**config.mk**
```make
export PLATFORM = sky130hd
export DESIGN_NAME = io_wr_fifo
export DESIGN_NICKNAME = d
export VERILOG_FILES = /design/src/rtl/io_wr_fifo.sv
export SDC_FILE = /design/constraint.sdc
export NUM_CORES = 1
export LEC_CHECK = 0
export ABC_CLOCK_PERIOD_IN_PS = 10300
export BUFFER_PORTS_ARGS = -buffer_cell sky130_fd_sc_hd__buf_4
export CORE_ASPECT_RATIO = 2
export CORE_MARGIN = 4
export CORE_UTILIZATION = 35
export DETAILED_ROUTE_END_ITERATION = 10
export HOLD_SLACK_MARGIN = 0.08
export PLACE_DENSITY = 0.52
export SYNTH_ARGS = -nofsm -noshare
export SYNTH_HDL_FRONTEND = slang
export SYNTH_SLANG_ARGS = --single-unit
export TNS_END_PERCENT = 50
```
**constraint.sdc**
```tcl
create_clock -name clk50 -period 10.3 [get_ports clk50]
set_clock_uncertainty 0.2 [all_clocks]
set_input_delay 2.575 -clock clk50 [delete_from_list [all_inputs] [get_ports clk50]]
set_output_delay 2.575 -clock clk50 [all_outputs]
set_load 0.05 [all_outputs]
```
**src/rtl/io_wr_fifo.sv**
```systemverilog
// CPU I/O write FIFO feeding a display stage, first-word-fall-through output,
// with a status/control register (sticky overflow, full/empty, count) at STAT_AD.
module io_wr_fifo #(
   parameter int         DEPTH   = 16,
   parameter logic [7:0] STAT_AD = 8'hFF
) (
   input  logic                       clk50,
   input  logic                       reset,
   input  logic [7:0]                 ioad,
   input  logic [15:0]                iowdt,
   input  logic                       iow,
   input  logic                       ior,
   output logic [15:0]                iordt,
   output logic [7:0]                 out_ad,
   output logic [15:0]                out_dt,
   output logic                       out_valid,
   input  logic                       out_ready,
   output logic                       full,
   output logic                       empty,
   output logic                       ovf,
   output logic [$clog2(DEPTH):0]     count
);
   localparam int AW = $clog2(DEPTH);
   localparam int CW = AW + 1;
   localparam logic [CW-1:0] FULL_CNT = CW'(DEPTH);

   typedef struct packed {
      logic [7:0]  ad;
      logic [15:0] dt;
   } entry_t;

   entry_t          mem [DEPTH];
   logic [AW-1:0]   wr_ptr, rd_ptr;
   logic            push, pop, accept, overflow, stat_wr, stat_rd;
   logic [6:0]      count7;
   entry_t          head;

   assign empty     = (count == '0);
   assign full      = (count == FULL_CNT);
   assign out_valid = !empty;
   assign head      = mem[rd_ptr];
   assign out_ad    = head.ad;
   assign out_dt    = head.dt;

   assign stat_wr  = iow && (ioad == STAT_AD);
   assign stat_rd  = ior && (ioad == STAT_AD);
   assign push     = iow && (ioad != STAT_AD);
   assign pop      = out_valid && out_ready;
   // A full FIFO still takes a push when the head leaves in the same cycle.
   assign accept   = push && (!full || pop);
   assign overflow = push && full && !pop;
   assign count7   = 7'(count);

   // Storage is deliberately left out of reset; only pointers define contents.
   always_ff @(posedge clk50) begin
      if (!reset && accept) mem[wr_ptr] <= '{ad: ioad, dt: iowdt};
   end

   always_ff @(posedge clk50 or posedge reset) begin
      if (reset) begin
         wr_ptr <= '0;
         rd_ptr <= '0;
         count  <= '0;
         ovf    <= 1'b0;
         iordt  <= 16'h0000;
      end else begin
         if (accept) wr_ptr <= wr_ptr + AW'(1);
         if (pop)    rd_ptr <= rd_ptr + AW'(1);
         if (accept && !pop)      count <= count + CW'(1);
         else if (pop && !accept) count <= count - CW'(1);
         // Set wins over a simultaneous clear.
         if (overflow)                 ovf <= 1'b1;
         else if (stat_wr && iowdt[0]) ovf <= 1'b0;
         iordt <= stat_rd ? {ovf, full, empty, 6'b0, count7} : 16'h0000;
      end
   end
endmodule

```
==> key figures <==
Clock network
  • Clock transition at the registers of the reported paths: 0.07 ns
  • Number of buffers created by CTS: 36
  • Number of post-CTS setup repair buffers: 0
  • Root buffer cell: clkbuf_16
  • CTS tree: done
  • CTS max path bufs: 3
  • Count of instances resized after the clock tree is built: 0
  • Number of levels in the clock H-tree: 2
  • Clock Sink Count: 406
  • Number of buffers added to fix hold violations after cts: 0
  • Worst skew pair latency: 0.53 ns

Logic synthesis
  • Distinct cells, synth: 38
  • Number of cells produced by synthesis: 733
  • Netlist Area Pre-Place: 0.0156 mm²
  • Total number of yosys warnings: 0
  • Leading register cell type out of synthesis: edfxtp_1
  • Syn avg cell area: 21.3 µm²
  • Proportion of register bits with asynchronous set or reset after synthesis: 0.0542
  • Post-synth EDFFs: 384
  • Sequential-to-total area share from yosys stat: 0.772
  • Post-synthesis sequential element count: between 400 and 500

Global route
  • First-pass GRT wire length: 53600 µm
  • Initial antenna violation count: 1
  • Overall global routing resource usage: 0.153
  • Maximum number of pins on one net before global-route repair: 61
  • Vias in the first global route: ~8300
  • Grt total ovfl: 0

Routing
  • Number of vias per cell after detailed routing: approximately 5.3
  • First DRT Iteration DRCs: approximately 470
  • DRC errors left: 0
  • DRT Pass-1 Iters: 5
  • Vias after detailed routing: 7414
  • Routed Antenna Nets: 0
  • Final wirelength: 36200 µm
  • Average routed wire per standard cell: between 20 and 30 µm

Timing
  • Max-slew violation count: 0
  • Final total negative setup slack: 0 ns
  • Setup ws final: just under 4 ns
  • Hold Slack: 0.302 ns
  • Final Hold Violating Endpoints: 0
  • Actual transition at the worst max-transition pin: 1.07 ns
  • Maximum clock frequency: ~160 MHz
  • # setup viols final: 0
  • Worst slew margin relative to its limit: 0.284
  • RSZ-0062 raised after global routing: no
  • Tcrit/Tclk final: 0.620
  • Post-layout min period: 6.39 ns

Critical path
  • Worst-path fanout max: 45
  • Nature of the critical path endpoint: output pin
  • Sort of element at the start of the critical path: flip-flop
  • Class of the most critical setup path: reg2out
  • CP max-delay cell: dfrtp_4
  • Cell seen most often among critical-path stages: buf_4
  • Crit-path cells: buf_4 > mux4_2 > a22oi_1 > nand2_1 > buf_4
  • Highest cell delay on the worst timing path: 0.95 ns
  • Critical Path RT: 7.53 ns
  • Critical path arrival: 3.62 ns

Floorplan
  • Die outline height: 307 µm
  • Initial standard-cell utilization of the core: 0.354
  • Core region area: 0.0442 mm²
  • Full die area: 0.0483 mm²
  • Row Count: about 110
  • Die X-Extent: approximately 160 µm
  • Io pins: 78

Final layout
  • FF/Latch Area: 0.0121 mm²
  • Final standard cell area without fillers: 0.0181 mm²
  • Fillers: 3955
  • Area delta synth->final: 15.9%
  • Share of post-route cells with drive strength above 1: 0.311
  • Most common library cell in the layout ignoring fill and taps: edfxtp_1
  • Net count reported at finish: 860
  • Multi-input combinational cell area: 0.00341 mm²
  • Top library cells by usage in the layout, fill and taps aside: edfxtp_1 (384), mux4_2 (96), buf_4 (89), a22oi_1 (48), nand2_1 (38)

Power and ir drop
  • Peak supply drop: ~150 µV
  • Power density cells: ~290 mW/mm²
  • Power dissipated by switching net loads: roughly 1800 µW
  • Logic pwr share: 0.330
  • Sequential share of power: 0.397
  • Switching power share of the total: 0.344
  • Reported leakage power: 0.00594 µW
  • Pint: approximately 3400 µW
  • Relative contribution of the clock network to total power: 0.273

Run status
  • Run status: finished, final reports clean

Placed design
  • Count of port buffers added during placement: 69
  • GP Congestion: 0.733
  • Area of placed instances: 0.0169 mm²
  • DP Wirelength: 19800 µm
  • Placement Setup Slack: 3.76 ns

Hold path
  • Class of the worst hold path: reg2reg

Flow run
  • Max Cap Violations: 0
==> logic make-up (layout without fill, tap and decap cells) <==
family                   count (synthesis)  after routing  share of synthesized area
other                                    1              9                   0.000240
multiplexers                            99             99                      0.141
flip-flops                             406            406                      0.772
XOR/XNOR                                 9              9                    0.00504
buffers and inverters                   56            163                     0.0176
adder cells (fa/ha/maj)                 11             11                    0.00928
AO/OA/AOI/OAI                           59             59                     0.0276
AND/OR/NAND/NOR                         92             92                     0.0272
==> metal layers <==
layer | global-route usage | up-vias | wire (µm)
li1 | - | 3169 | -
met1 | 0.174 | 3996 | 13000
met2 | 0.292 | 198 | 20800
met3 | 0.0196 | 51 | 1410
met4 | 0.0491 | 0 | 993
met5 | 0 | - | 0
==> power groups by stage <==
| stage | logic [µW] | registers (µW) | clock network (µW) |
|---|---|---|---|
| CTS | 1760 | 2060 | 1450 |
| global placement | 1750 | 2090 | 0 |
| global route | 1830 | 2070 | 1510 |
| finish | 1710 | 2050 | 1410 |
| detailed placement | 1750 | 2090 | 0 |
| floorplan | 1260 | 2030 | 0 |
==> cell usage after synthesis (2+ instances only) <==
cell,count,area [µm²]
buf_4,9,67.6
edfxtp_1,384,11500
a22oi_1,48,360
buf_6,2,22.5
nand3_1,4,20.0
nand2_1,38,143
buf_1,3,11.3
nand2b_1,6,37.5
inv_1,9,33.8
nor2_1,11,41.3
and3_1,3,18.8
xor2_1,4,35.0
mux4_2,96,2160
o21ai_0,3,15.0
clkbuf_1,20,75.1
nor3_1,20,100
xnor2_1,5,43.8
nor2b_1,3,18.8
ha_1,10,125
nand4_1,2,12.5
a21oi_1,3,15.0
dfrtp_1,22,551
buf_2,13,65.1
==> critical path: cells and delay by family, from the launching register on <==
kind	cells	cell delay [ns]
AOI/OAI and AO/OA	1	0.24
buffers and inverters	2	1.09
and+or+nand+nor	1	0.17
DFF	1	0.95
muxes	1	0.61
==> stage by stage <==
step           instances  total power (µW)   util
2_1_floorplan        740              3290      -
3_3_place_gp        1337              3840  0.382
3_5_place_dp        1337              3850  0.382
4_1_cts             1402              5270  0.410
5_1_grt             1403              5410  0.410
6_report            1403              5170  0.410
==> sequential cells by signal (all words and copies together) (netlist names) <==
name / count
mem: 384
rd_ptr: 4
count: 5
wr_ptr: 4
ovf: 1
iordt: 8
==> path summary, 6_finish.rpt <==
path / depth (start not counted) / start / slack [ns] / to
worst max-delay path: 5 / rd_ptr[0] / 3.91 / out_ad[7]
worst max register to register: 11 / count[2] / 6.14 / count[4]
min in group asynchronous: 2 / reset / 2.05 / ovf
max in group asynchronous: 2 / reset / 7.19 / rd_ptr[1]
worst min-delay path: 1 / wr_ptr[3] / 0.30 / wr_ptr[3]
worst min register to register: 1 / wr_ptr[3] / 0.30 / wr_ptr[3]
==> cell type report <==
type,instances,share of cell area
antenna,1,0.000138
clock buffer,45,0.0533
clock inverter,20,0.0144
inverter,9,0.00186
multi-input combinational,278,0.188
sequential,406,0.667
tap,555,0.0383
timing repair buffer,89,0.0369
Power figures use the tool's default switching activity.
